==> config.mk <==
export PLATFORM = sky130hd
export DESIGN_NAME = decode_stage_nw
export DESIGN_NICKNAME = d
export VERILOG_FILES = /design/src/rtl/decode_stage_nw.sv
export SDC_FILE = /design/constraint.sdc
export NUM_CORES = 1
export LEC_CHECK = 0
export CELL_PAD_IN_SITES_DETAIL_PLACEMENT = 1
export CELL_PAD_IN_SITES_GLOBAL_PLACEMENT = 1
export CORE_MARGIN = 2
export CORE_UTILIZATION = 35
export CTS_CLUSTER_DIAMETER = 200
export DETAILED_ROUTE_END_ITERATION = 10
export GPL_TIMING_DRIVEN = 0
export HOLD_SLACK_MARGIN = 0.1
export PLACE_DENSITY = 0.7
export RECOVER_POWER = 50
export REMOVE_ABC_BUFFERS = 1
export SLEW_MARGIN = 40
export SYNTH_ARGS = -nofsm -noshare
export SYNTH_HDL_FRONTEND = slang
export SYNTH_SLANG_ARGS = --single-unit
==> constraint.sdc <==
create_clock -name clk -period 2.3 [get_ports clk]
set_clock_uncertainty 0.1 [all_clocks]
set_input_delay 0.345 -clock clk [delete_from_list [all_inputs] [get_ports clk]]
set_output_delay 0.345 -clock clk [all_outputs]
set_load 0.02 [all_outputs]
==> src/rtl/decode_stage_nw.sv <==
// N-wide registered RV32I decode stage with a 2-entry skid buffer.
// Ports: fetch bundle in (valid/ready, instr, mask), decoded bundle out.
module decode_stage_nw #(
    parameter int LANES = 2,
    parameter int XLEN  = 32,
    parameter int SEQ_W = 4
) (
    input  logic                  clk,
    input  logic                  rstn,
    input  logic                  flush,
    input  logic                  in_valid,
    output logic                  in_ready,
    input  logic [32*LANES-1:0]   in_instr,
    input  logic [LANES-1:0]      in_mask,
    output logic                  out_valid,
    input  logic                  out_ready,
    output logic [LANES-1:0]      out_mask,
    output logic [7*LANES-1:0]    out_opcode,
    output logic [3*LANES-1:0]    out_funct3,
    output logic [7*LANES-1:0]    out_funct7,
    output logic [5*LANES-1:0]    out_rs1,
    output logic [5*LANES-1:0]    out_rs2,
    output logic [5*LANES-1:0]    out_rd,
    output logic [XLEN*LANES-1:0] out_imm,
    output logic [7*LANES-1:0]    out_ctrl,
    output logic [2*LANES-1:0]    out_aluop,
    output logic [2*LANES-1:0]    out_lwsw,
    output logic [LANES-1:0]      out_illegal,
    output logic [SEQ_W-1:0]      out_seq
);

    typedef struct packed {
        logic            mask;
        logic [6:0]      opcode;
        logic [2:0]      funct3;
        logic [6:0]      funct7;
        logic [4:0]      rs1;
        logic [4:0]      rs2;
        logic [4:0]      rd;
        logic [XLEN-1:0] imm;
        logic [6:0]      ctrl;
        logic [1:0]      aluop;
        logic [1:0]      lwsw;
        logic            illegal;
    } lane_t;

    typedef struct packed {
        lane_t [LANES-1:0] lane;
        logic [SEQ_W-1:0]  seq;
    } bundle_t;

    // ctrl = {hasImm, regWrite, aluSrc, branch, memRead, memWrite, memToReg}
    function automatic lane_t dec_lane(input logic [31:0] ins,
                                       input logic vld);
        lane_t       l;
        logic [31:0] imm32;
        logic [6:0]  ctrl;
        logic [1:0]  aluop;
        logic [1:0]  lwsw;
        logic        ill;
        l        = '0;
        imm32    = '0;
        ctrl     = '0;
        aluop    = '0;
        lwsw     = '0;
        ill      = 1'b0;
        l.mask   = vld;
        l.opcode = ins[6:0];
        l.funct3 = ins[14:12];
        l.funct7 = ins[31:25];
        l.rs1    = ins[19:15];
        l.rs2    = ins[24:20];
        l.rd     = ins[11:7];
        case (ins[6:0])
            7'b0110011: begin
                ctrl  = 7'b0100000;
                aluop = 2'b10;
            end
            7'b0010011: begin
                ctrl  = 7'b1110000;
                aluop = 2'b11;
                imm32 = {{20{ins[31]}}, ins[31:20]};
            end
            7'b0000011: begin
                ctrl  = 7'b1110101;
                lwsw  = 2'b01;
                imm32 = {{20{ins[31]}}, ins[31:20]};
            end
            7'b0100011: begin
                ctrl  = 7'b1010010;
                lwsw  = 2'b10;
                imm32 = {{20{ins[31]}}, ins[31:25], ins[11:7]};
            end
            7'b1100011: begin
                ctrl  = 7'b1001000;
                aluop = 2'b01;
                imm32 = {{19{ins[31]}}, ins[31], ins[7],
                         ins[30:25], ins[11:8], 1'b0};
            end
            7'b0110111, 7'b0010111: begin
                ctrl  = 7'b1110000;
                imm32 = {ins[31:12], 12'h000};
            end
            7'b1101111: begin
                ctrl  = 7'b1101000;
                imm32 = {{11{ins[31]}}, ins[31], ins[19:12],
                         ins[20], ins[30:21], 1'b0};
            end
            7'b1100111: begin
                ctrl  = 7'b1111000;
                imm32 = {{20{ins[31]}}, ins[31:20]};
            end
            default: ill = 1'b1;
        endcase
        // Writes to x0 are architecturally discarded; suppress them here.
        if (ins[11:7] == 5'd0) begin
            ctrl[5] = 1'b0;
        end
        if (vld) begin
            l.imm     = XLEN'($signed(imm32));
            l.ctrl    = ctrl;
            l.aluop   = aluop;
            l.lwsw    = lwsw;
            l.illegal = ill;
        end
        return l;
    endfunction

    bundle_t              in_b;
    bundle_t              out_q, out_d;
    bundle_t              skid_q, skid_d;
    logic                 out_vld_q, out_vld_d;
    logic                 skid_vld_q, skid_vld_d;
    logic                 rdy_q, rdy_d;
    logic [SEQ_W-1:0]     seq_q, seq_d;
    logic                 accept;

    always_comb begin
        in_b = '0;
        for (int i = 0; i < LANES; i++) begin
            in_b.lane[i] = dec_lane(in_instr[32*i +: 32], in_mask[i]);
        end
        in_b.seq = seq_q;
    end

    assign accept = in_valid & rdy_q & ~flush;

    always_comb begin
        out_d      = out_q;
        skid_d     = skid_q;
        out_vld_d  = out_vld_q;
        skid_vld_d = skid_vld_q;
        seq_d      = seq_q;
        if (accept) begin
            seq_d = seq_q + 1'b1;
        end
        if (flush) begin
            out_vld_d  = 1'b0;
            skid_vld_d = 1'b0;
        end else if (!out_vld_q || out_ready) begin
            // Output slot is free this edge: refill from skid first.
            if (skid_vld_q) begin
                out_d      = skid_q;
                out_vld_d  = 1'b1;
                skid_vld_d = 1'b0;
            end else if (accept) begin
                out_d     = in_b;
                out_vld_d = 1'b1;
            end else begin
                out_vld_d = 1'b0;
            end
        end else if (accept) begin
            skid_d     = in_b;
            skid_vld_d = 1'b1;
        end
        // Registered ready breaks any comb path from out_ready.
        rdy_d = ~skid_vld_d;
    end

    always_ff @(posedge clk or negedge rstn) begin
        if (!rstn) begin
            out_q      <= '0;
            skid_q     <= '0;
            out_vld_q  <= 1'b0;
            skid_vld_q <= 1'b0;
            rdy_q      <= 1'b0;
            seq_q      <= '0;
        end else begin
            out_q      <= out_d;
            skid_q     <= skid_d;
            out_vld_q  <= out_vld_d;
            skid_vld_q <= skid_vld_d;
            rdy_q      <= rdy_d;
            seq_q      <= seq_d;
        end
    end

    assign in_ready  = rdy_q;
    assign out_valid = out_vld_q;
    assign out_seq   = out_q.seq;

    always_comb begin
        for (int i = 0; i < LANES; i++) begin
            out_mask[i]               = out_q.lane[i].mask;
            out_opcode[7*i +: 7]      = out_q.lane[i].opcode;
            out_funct3[3*i +: 3]      = out_q.lane[i].funct3;
            out_funct7[7*i +: 7]      = out_q.lane[i].funct7;
            out_rs1[5*i +: 5]         = out_q.lane[i].rs1;
            out_rs2[5*i +: 5]         = out_q.lane[i].rs2;
            out_rd[5*i +: 5]          = out_q.lane[i].rd;
            out_imm[XLEN*i +: XLEN]   = out_q.lane[i].imm;
            out_ctrl[7*i +: 7]        = out_q.lane[i].ctrl;
            out_aluop[2*i +: 2]       = out_q.lane[i].aluop;
            out_lwsw[2*i +: 2]        = out_q.lane[i].lwsw;
            out_illegal[i]            = out_q.lane[i].illegal;
        end
    end

endmodule

==> key figures, run 1 <==
Status
  – Status: finished clean

CTS
  – Worst-Skew Late Latency: 0.55 ns
  – CTS clk-pin slew, worst paths: 0.06 ns
  – CTS tree: built
  – Root Buffer: clkbuf_16
  – Clock Sinks: 315
  – Clock Tree Buf Depth: 3
  – H-tree depth: 2
  – Clock buffers created by TritonCTS: 38

Worst setup path
  – Slowest stage delay, CP: 0.57 ns
  – Setup crit end kind: flip-flop
  – Worst endpoint data arrival time: 2.58 ns
  – R2r endpoint: out_imm[22]$_DFFE_PN0P_
  – Register-to-register setup slack: 0.07 ns
  – Critical Path Slowest Stage Cell: dfrtp_4
  – Reg2reg path depth: 7
  – Startpoint Class: flip-flop
  – Worst r2r src: skid_vld_q$_DFF_PN0_
  – Crit-path leading delay family: flip-flops
  – Crit Path Class: flip-flop to flip-flop
  – Critical-path cell list: a21oi_4 > nor3_4 > buf_12 > buf_4 > buf_8 > nand3_4 > o22ai_1
  – CP max FO: 21
  – Crit path required time: 2.65 ns
  – Buf+Inv Stages, Crit Path: 3

Die
  – Core area: 0.0388 mm²
  – Die Ht: 203 µm
  – Die ar.: 0.0412 mm²
  – Core Rows: 72
  – Initial Utilization: 35.7%
  – Io pins: 231
  – Die width: 203 µm

Logic synthesis
  – Yosys warning count: 0
  – Synthesized area per cell: 9.56 µm²
  – Synthesized flop and latch total: 315
  – Ys async rst share: 100%
  – Top-area cell type share of the netlist area: 56.9%
  – Mapped Cells: 1448
  – Synthesized area: 0.0138 mm²
  – EDFF count, synth: 0
  – Top_reg_cell synth: dfrtp_1
  – Largest cells by area after synthesis: dfrtp_1, nand2_1, o21ai_0, mux2i_1, a21oi_1
  – Netlist cell types: 68
  – Synth area leader: dfrtp_1
  – Sequential area share after synthesis: 56.9%

Placement
  – DP HPWL: 29400 µm
  – Area after detailed placement: 0.0168 mm²
  – Inst Count DP: 2123
  – GPL Wtd Cong: 0.791
  – PortBufs: 230

Power and ir drop
  – Internal Power: 11.5 mW
  – Pwr dens: 891 mW/mm²
  – Comb power frac: 19.8%
  – Peak supply drop: 0.000639 V
  – Sequential fraction of design power: 42.3%
  – Clock power frac: 37.9%
  – NetSw: 4.73 mW
  – Sw frac: 29.1%
  – Leak: 7.97 nW

Route
  – Vias: 11.6k
  – Final ANT Viol Nets: 0
  – DRC: 0
  – Final WL: 44200 µm
  – Detailed Route Iter0 Violations: 525
  – Per-cell routed wire length: 20.1 µm
  – Drt pass-1 iters: 4
  – Vias per cell: 5.25

STA
  – Count of final setup violators: 0
  – Period utilization: 96.8%
  – Max Transition Viols Final: 0
  – Max Fclk: 449 MHz
  – RSZ-0062 raised after global routing: true
  – Final hold vios: 0
  – Slew @ Worst Pin: 1.02 ns
  – Tmin final: 2.23 ns
  – Relative slew slack: 32.0%

GRT
  – Vias in the first global route: 12.5k
  – Initial antenna violation count: 2
  – Final global-route overflow total: 0
  – Gr usage total: 21.6%
  – Largest net degree at the start of global routing: 72
  – First-pass GRT wire length: 71000 µm

Job
  – Max_cap viols: 0

Cells and area
  – # nets final: 1724
  – Filler cell count: 4317
  – Area growth, synth to finish: 31.6%
  – Most frequent cells in the layout: nand2_1, dfrtp_1, clkdlybuf4s50_1
  – Finished Layout Cells: 2200
  – Most common cell after layout, fill and taps aside: nand2_1
  – Share of layout cells above drive strength 1: 8.15%
  – Fin area: 0.0182 mm²

Min path
  – Min-Delay Endpoint: skid_q[78]$_DFFE_PN0P_
  – Hold depth: 3
  – Worst hold path class: primary input to flip-flop
  – Min-delay src: in_instr[5]
## power groups by stage
stage | Combinational, mW | Clock [mW] | Sequential [mW]
detailed placement | 3.21 | 0 | 6.96
floorplan | 0.968 | 0 | 7.43
finish | 3.22 | 6.16 | 6.87
global route | 3.51 | 6.56 | 6.98
global placement | 3.10 | 0 | 6.97
CTS | 3.26 | 6.33 | 6.87
## cells by family (layout without fill, tap and decap cells)
group | Yosys count | after routing | share of synthesized area, %
xor gates and xnor gates | 3 | 3 | 0.190
adders and majority gates | 1 | 1 | 0.0903
buffers and inverters | 115 | 347 | 4.53
other | 0 | 1 | 0
and+or+nand+nor | 552 | 553 | 16.9
AOI/OAI and AO/OA | 390 | 390 | 16.2
DFF | 315 | 315 | 56.9
muxes | 72 | 72 | 5.21
## final cells by class
| class | count | area (µm²) | area share, % |
|---|---|---|---|
| sequential | 315 | 7890 | 43.3 |
| tap | 518 | 648 | 3.56 |
| timing repair buffer | 270 | 2920 | 16.0 |
| multi-input combinational | 1019 | 5470 | 30.0 |
| antenna | 1 | 2.50 | 0.0137 |
| inverter | 8 | 30.0 | 0.165 |
| clock inverter | 13 | 184 | 1.01 |
| clock buffer | 56 | 1080 | 5.92 |
## repair_timing
| action | 4_1_cts | 5_1_grt |
|---|---|---|
| endpoints found under the hold margin | 135 | 0 |
| hold buffers | 2 | 0 |
| setup endpoints to repair | 90 | 94 |
| setup buffers | 4 | 0 |
| resized for setup | 11 | 12 |
| pin swaps | 2 | 2 |
| gates cloned | 0 | 1 |
## layer usage
layer,global-route usage [%],share of wire [%],vias to the layer above
li1,-,-,5376
met1,28.8,45,5906
met2,35.7,48,217
met3,4.56,4.6,59
met4,5.92,2.3,2
met5,0,0.027,-
## how the worst max path moves through the flow
stage | start | endpoint | cells past startpoint | slack, ns
6_report | skid_vld_q$_DFF_PN0_ | out_imm[22]$_DFFE_PN0P_ | 7 | 0.07
5_1_grt | skid_vld_q$_DFF_PN0_ | out_imm[26]$_DFFE_PN0P_ | 7 | -0.02
4_1_cts | out_valid$_DFFE_PN0P_ | skid_q[103]$_DFFE_PN0P_ | 5 | 0.02
3_5_place_dp | flush | skid_q[102]$_DFFE_PN0P_ | 8 | -1.17
3_3_place_gp | rstn | out_rs1[4]$_DFFE_PN0P_ | 1 | -13.72
2_1_floorplan | skid_vld_q$_DFF_PN0_ | out_imm[0]$_DFFE_PN0P_ | 4 | -6.02
## worst register-to-register path, delay by kind of cell, from the launching register on
kind / cells / cell delay [ns]
compound gates: 2 / 0.41
flops: 1 / 0.57
simple gates: 2 / 0.52
buf+inv: 3 / 0.53
## synth_stat cells, types with 3 or more instances
cell,instances
a21o_1,4
a21oi_1,119
a221oi_1,14
a22o_1,12
a22oi_1,8
a32oi_1,4
and3_1,11
buf_2,41
buf_4,7
buf_6,6
clkbuf_1,45
clkbuf_8,5
dfrtp_1,315
inv_1,8
mux2i_1,71
nand2_1,378
nand2b_1,4
nand3_1,13
nand3b_1,4
nor2_1,99
nor2b_1,5
nor3_1,4
o211ai_1,4
o21a_1,3
o21ai_0,143
o21ai_1,17
o22ai_1,42
o31ai_1,7
or3_1,4
xnor2_1,3
## flip-flops by register name, indices dropped and copies added (netlist names)
| register | flops |
|---|---|
| out_seq | 4 |
| out_mask | 2 |
| out_rs2 | 10 |
| out_rs1 | 10 |
| skid_vld_q | 1 |
| out_funct3 | 6 |
| out_rd | 10 |
| out_illegal | 2 |
| out_ctrl | 12 |
| seq_q | 4 |
| in_ready | 1 |
| out_imm | 64 |
| out_opcode | 14 |
| out_aluop | 4 |
| out_valid | 1 |
| out_lwsw | 2 |
| skid_q | 154 |
| out_funct7 | 14 |
## metrics by stage
step / setup slack [ns] / util (%) / setup TNS, ns / hold slack, ns / power (mW)
after floorplan: -6.02 / - / -1000.99 / -0.0506 / 8.40
after global placement: -13.72 / 41.7 / -6572.35 / 0.355 / 10.1
after detailed placement: -1.17 / 43.3 / -126.32 / 0.0707 / 10.2
after CTS: 0.0242 / 46.9 / 0 / 0.265 / 16.5
after global routing: -0.0159 / 46.9 / -0.0276 / 0.201 / 17.0
final: 0.0726 / 46.9 / 0 / 0.192 / 16.2
(Power assumes the default switching activity.)
==> inputs of run 2 (changes only) <==
clock period = 2.2 ns   (was 2.3 ns; I/O delays follow)
==> key figures, run 2 (same netlist as run 1, synthesis figures left out) <==
CTS
  – Clock Tree Buf Depth: 3 (unchanged)
  – Clock Sinks: 315 (unchanged)
  – CTS tree: built
  – Worst-Skew Late Latency: 0.55 ns (about the same)
  – Clock buffers created by TritonCTS: 38 (unchanged)
  – CTS clk-pin slew, worst paths: 0.06 ns (about the same)
  – H-tree depth: 2 (unchanged)
  – Root Buffer: clkbuf_16

GRT
  – Initial antenna violation count: 2 (unchanged)
  – Vias in the first global route: 12.6k (+0.37%)
  – Final global-route overflow total: 0 (unchanged)
  – First-pass GRT wire length: 71400 µm (+0.67%)
  – Gr usage total: 21.8% (+0.18 points)
  – Largest net degree at the start of global routing: 72 (unchanged)

Route
  – Final ANT Viol Nets: 0 (unchanged)
  – Drt pass-1 iters: 5 (+1)
  – Vias: 11.6k (+0.078%)
  – DRC: 0 (unchanged)
  – Final WL: 44400 µm (+0.46%)
  – Vias per cell: 5.24 (-0.24%)
  – Per-cell routed wire length: 20.1 µm (+0.14%)
  – Detailed Route Iter0 Violations: 512 (-2.5%)

STA
  – Final hold vios: 0 (unchanged)
  – RSZ-0062 raised after global routing: true
  – Count of final setup violators: 0 (unchanged)
  – Post-route setup TNS: 0 ns (unchanged)
  – Tmin final: 2.13 ns
  – Slew @ Worst Pin: 1.00 ns (-0.0162 ns)
  – Max Fclk: 470 MHz
  – Max Transition Viols Final: 0 (unchanged)
  – Relative slew slack: 33.1% (+1.1 points)
  – Period utilization: 96.7%

Cells and area
  – Area of the multi-input gates: 0.00552 mm² (+1.0%)
  – Reg with most FFs: skid_q
  – Finished Core Util: 47.1% (+0.19 points)
  – Filler cell count: 4322 (+0.12%)
  – # nets final: 1731 (+0.41%)
  – Most frequent cells in the layout: nand2_1, dfrtp_1, clkdlybuf4s50_1
  – Area growth, synth to finish: 32.1%
  – Storage element area: 0.00789 mm² (unchanged)
  – Max FFs per register: 154 (unchanged)
  – Share of layout cells above drive strength 1: 8.59% (+0.44 points)
  – Most common cell after layout, fill and taps aside: nand2_1

Worst setup path
  – Startpoint Class: primary input
  – Worst r2r src: skid_vld_q$_DFF_PN0_
  – Crit Path Class: primary input to flip-flop
  – Critical-path cell list: clkdlybuf4s50_1 > and4bb_2 > a22oi_2 > buf_4 > o21ai_4 > nand3_4 > o21ai_0
  – Worst Setup SP: in_instr[2]
  – Worst endpoint data arrival time: 2.48 ns (-0.10 ns)
  – Crit path required time: 2.55 ns (-0.10 ns)
  – Setup crit end kind: flip-flop
  – Slowest stage delay, CP: 0.63 ns (+0.06 ns)
  – Critical Path Slowest Stage Cell: clkdlybuf4s50_1
  – CP max FO: 12 (-43%)

Power and ir drop
  – Leak: 7.98 nW (+0.15%)
  – Peak supply drop: 0.000668 V (+4.6%)
  – Clock power frac: 37.9% (about the same)
  – Internal Power: 12.0 mW (+4.5%)
  – NetSw: 4.94 mW (+4.4%)
  – Comb power frac: 19.8% (about the same)
  – Sw frac: 29.1% (about the same)
  – Pwr dens: 928 mW/mm² (+4.1%)
  – Sequential fraction of design power: 42.3% (about the same)

Die
  – Die Ht: 203 µm (unchanged)
  – Core area: 0.0388 mm² (unchanged)
  – Die width: 203 µm (unchanged)
  – Initial Utilization: 35.7% (unchanged)
  – Core Rows: 72 (unchanged)
  – Io pins: 231 (unchanged)
  – Die ar.: 0.0412 mm² (unchanged)

Status
  – Status: finished clean

Placement
  – DP HPWL: 29400 µm (unchanged)
  – PortBufs: 230 (unchanged)
  – GPL Wtd Cong: 0.791 (unchanged)

Min path
  – Min-delay src: in_instr[36]
  – Worst hold path class: primary input to flip-flop

Job
  – Max_cap viols: 0 (unchanged)
[run 2: final timing paths]
path	endpoint	slack, ns	depth (start not counted)
max in group asynchronous	out_rs1[1]$_DFFE_PN0P_	0.25	5
worst min register to register	out_opcode[8]$_DFFE_PN0P_	0.37	2
worst max register to register	out_imm[7]$_DFFE_PN0P_	0.07	6
worst max-delay path	skid_q[45]$_DFFE_PN0P_	0.07	7
min in group asynchronous	out_rd[6]$_DFFE_PN0P_	0.40	3
worst min-delay path	skid_q[154]$_DFFE_PN0P_	0.14	3
[run 2: final cells by class]
| cell class | instances | area share, % |
|---|---|---|
| antenna | 1 | 0.0137 |
| clock buffer | 56 | 5.90 |
| clock inverter | 13 | 1.01 |
| inverter | 8 | 0.164 |
| multi-input combinational | 1020 | 30.2 |
| sequential | 315 | 43.1 |
| tap | 518 | 3.54 |
| timing repair buffer | 276 | 16.1 |
[run 2: what timing repair did]
action | in CTS | in global routing
hold buffers | 2 | 0
pin swaps | 4 | 3
buffers inserted | 4 | 6
hold endpoints to repair | 161 | 0
gates cloned | 2 | 0
endpoints found under the setup margin | 129 | 90
resized for setup | 21 | 13
[run 2: power by group through the flow]
stage               Combinational, mW  Sequential, mW  Clock, mW
finish                           3.36            7.18       6.43
global route                     3.67            7.29       6.85
CTS                              3.41            7.18       6.62
detailed placement               3.36            7.27          0
global placement                 3.24            7.29          0
floorplan                        1.01            7.77          0
[run 2: critical path, delay by kind of cell]
family,cells,cell delay (ns)
buffers and inverters,2,0.82
AOI/OAI and AO/OA,3,0.58
and+or+nand+nor,2,0.74
[run 2: metrics by stage]
stage | hold slack (ns) | cells | setup WS, ns | total power, mW | cell area, µm²
6_report | 0.144 | 2207 | 0.0725 | 17.0 | 18300
5_1_grt | 0.183 | 2207 | -0.0346 | 17.8 | 18300
2_1_floorplan | -0.0656 | 1341 | -6.12 | 8.78 | 13300
4_1_cts | 0.250 | 2200 | 0.0190 | 17.2 | 18200
3_5_place_dp | 0.0557 | 2123 | -1.26 | 10.6 | 16800
3_3_place_gp | 0.355 | 2089 | -13.80 | 10.5 | 16200
[run 2: routing by layer]
metal  wire length (µm)  vias to the layer above  global-route usage, %
met5                 12                        -                      0
met4                854                        2                   5.97
met3               2000                       53                   4.54
met2              21600                      221                   36.1
met1              19900                     5894                   29.0
li1                   -                     5399                      -
==> inputs of run 3 (changes only) <==
GPL_TIMING_DRIVEN = default   (was 0)
TNS_END_PERCENT = 5   (was default)
==> key figures, run 3 (same netlist as run 1, synthesis figures left out) <==
Die
  – Die width: 203 µm (unchanged)
  – Initial Utilization: 35.7% (unchanged)
  – Die ar.: 0.0412 mm² (unchanged)
  – Io pins: 231 (unchanged)
  – Die Ht: 203 µm (unchanged)
  – Core Rows: 72 (unchanged)
  – Core area: 0.0388 mm² (unchanged)

Cells and area
  – Most frequent cells in the layout: nand2_1, dfrtp_1, clkdlybuf4s50_1
  – Reg with most FFs: skid_q
  – Finished Core Util: 48.1% (+0.94 points)
  – Inserted Diodes: 0 (-1)
  – # nets final: 1823 (+5.3%)
  – Finished Layout Cells: 2298 (+4.1%)
  – Most common cell after layout, fill and taps aside: nand2_1
  – Area growth, synth to finish: 34.7%
  – Filler cell count: 4376 (+1.2%)
  – Max FFs per register: 154 (unchanged)
  – Share of layout cells above drive strength 1: 12.2% (+3.7 points)

Power and ir drop
  – Peak supply drop: 0.000453 V (-32%)
  – Pwr dens: 899 mW/mm² (-3.1%)
  – Leak: 8.29 nW (+3.8%)

GRT
  – First-pass GRT wire length: 73300 µm (+2.5%)
  – Largest net degree at the start of global routing: 83 (+15%)
  – Vias in the first global route: 12.9k (+2.8%)
  – Final global-route overflow total: 0 (unchanged)
  – Gr usage total: 22.2% (+0.44 points)
  – Initial antenna violation count: 1 (-1)

Worst setup path
  – Setup crit end kind: primary output
  – Crit Path Class: flip-flop to primary output
  – Worst endpoint data arrival time: 1.59 ns (-0.89 ns)
  – Crit path required time: 1.77 ns (-0.78 ns)
  – CP max FO: 2 (-10)
  – R2r endpoint: out_imm[49]$_DFFE_PN0P_
  – Reg2reg path depth: 4 (-2)
  – Startpoint Class: flip-flop
  – Critical-path cell list: clkdlybuf4s50_1
  – Worst r2r src: skid_vld_q$_DFF_PN0_
  – Register-to-register setup slack: 0.20 ns (+0.13 ns)
  – Slowest stage delay, CP: 0.64 ns (about the same)
  – Crit-path leading delay family: buffers and inverters
  – Critical Path Slowest Stage Cell: clkdlybuf4s50_1
  – Buf+Inv Stages, Crit Path: 1 (-1)

Route
  – Vias: 11.8k (+2.4%)
  – Vias per cell: 5.15 (-1.7%)
  – DRC: 0 (unchanged)
  – Per-cell routed wire length: 19.6 µm (-2.4%)
  – Drt pass-1 iters: 4 (-1)
  – Detailed Route Iter0 Violations: 479 (-6.4%)
  – Final ANT Viol Nets: 0 (unchanged)
  – Final WL: 45100 µm (+1.6%)

STA
  – Count of final setup violators: 0 (unchanged)
  – Max Transition Viols Final: 0 (unchanged)
  – Slew @ Worst Pin: 1.04 ns (+0.0382 ns)
  – Tmin final: 2.02 ns (-0.103 ns)
  – Max Fclk: 494 MHz (+5.1%)
  – Relative slew slack: 30.6% (-2.5 points)
  – Period utilization: 92.0% (-4.7 points)
  – RSZ-0062 raised after global routing: false
  – Final hold vios: 0 (unchanged)

Job
  – Max_cap viols: 0 (unchanged)

Placement
  – PortBufs: 230 (unchanged)
  – DP HPWL: 31400 µm (+6.8%)
  – GPL Wtd Cong: 0.824 (+4.3%)
  – Inst Count DP: 2227 (+4.9%)

CTS
  – CTS tree: built
  – Clock Sinks: 315 (unchanged)
  – Root Buffer: clkbuf_16
  – CTS clk-pin slew, worst paths: 0.06 ns (about the same)
  – H-tree depth: 2 (unchanged)
  – Clock buffers created by TritonCTS: 37 (-2.6%)
  – Clock Tree Buf Depth: 3 (unchanged)
  – Worst-Skew Late Latency: 0.53 ns (-0.02 ns)

Min path
  – Worst hold path class: primary input to asynchronous set/reset pin

Status
  – Status: finished clean
==> run 3: changes by cell type in the layout (fill, tap and decap cells not counted), moves of 5 or more <==
cell	previous run	this run
buf_4	14	107
buf_6	8	1
clkbuf_1	13	18
clkbuf_2	0	9
clkdlybuf4s50_1	222	229
==> run 3: cell type report <==
class	instances	area, µm²	area share, %
inverter	8	30.0	0.161
sequential	315	7890	42.3
multi-input combinational	1018	5340	28.6
clock buffer	58	1110	5.93
tap	518	648	3.47
clock inverter	10	104	0.557
timing repair buffer	371	3540	19.0
==> run 3: repair_timing <==
item                                   CTS  global route
setup endpoints to repair                0             1
hold buffers                             1             0
setup buffers                            0             2
resized for setup                        0             0
endpoints found under the hold margin  145             0
==> run 3: how the worst max path moves through the flow <==
| stage | start | to | cells after the start |
|---|---|---|---|
| finish | out_imm[23]$_DFFE_PN0P_ | out_imm[23] | 1 |
| global route | skid_vld_q$_DFF_PN0_ | out_imm[32]$_DFFE_PN0P_ | 4 |
| CTS | out_valid$_DFFE_PN0P_ | out_imm[56]$_DFFE_PN0P_ | 7 |
| detailed placement | in_instr[5] | out_imm[10]$_DFFE_PN0P_ | 7 |
| global placement | in_instr[5] | out_imm[30]$_DFFE_PN0P_ | 6 |
| floorplan | skid_vld_q$_DFF_PN0_ | out_imm[0]$_DFFE_PN0P_ | 4 |
==> run 3: power by group <==
group | switching, mW | internal (mW) | leakage, nW
Combinational | 1.84 | 1.55 | 3.64
Sequential | 0.572 | 6.66 | 4.05
Clock | 2.45 | 3.70 | 0.599
Total | 4.86 | 11.9 | 8.29
==> run 3: layer usage <==
metal,track usage [%],routed length (µm)
met4,5.47,840
met5,0,11
met1,29.8,20400
met3,3.40,1600
met2,37.8,22200
==> run 3: metrics by stage <==
step | hold WS (ns) | setup TNS (ns) | worst slack [ns] | area [µm²] | total power, mW
floorplan | -0.0656 | -1032.09 | -6.12 | 13300 | 8.78
global placement | 0.187 | -13.88 | -0.324 | 17500 | 10.6
detailed placement | 0.188 | -15.56 | -0.271 | 17500 | 10.8
CTS | 0.228 | 0 | 0.0960 | 18800 | 17.0
global route | 0.245 | 0 | 0.0674 | 18700 | 17.6
finish | 0.215 | 0 | 0.175 | 18700 | 16.8
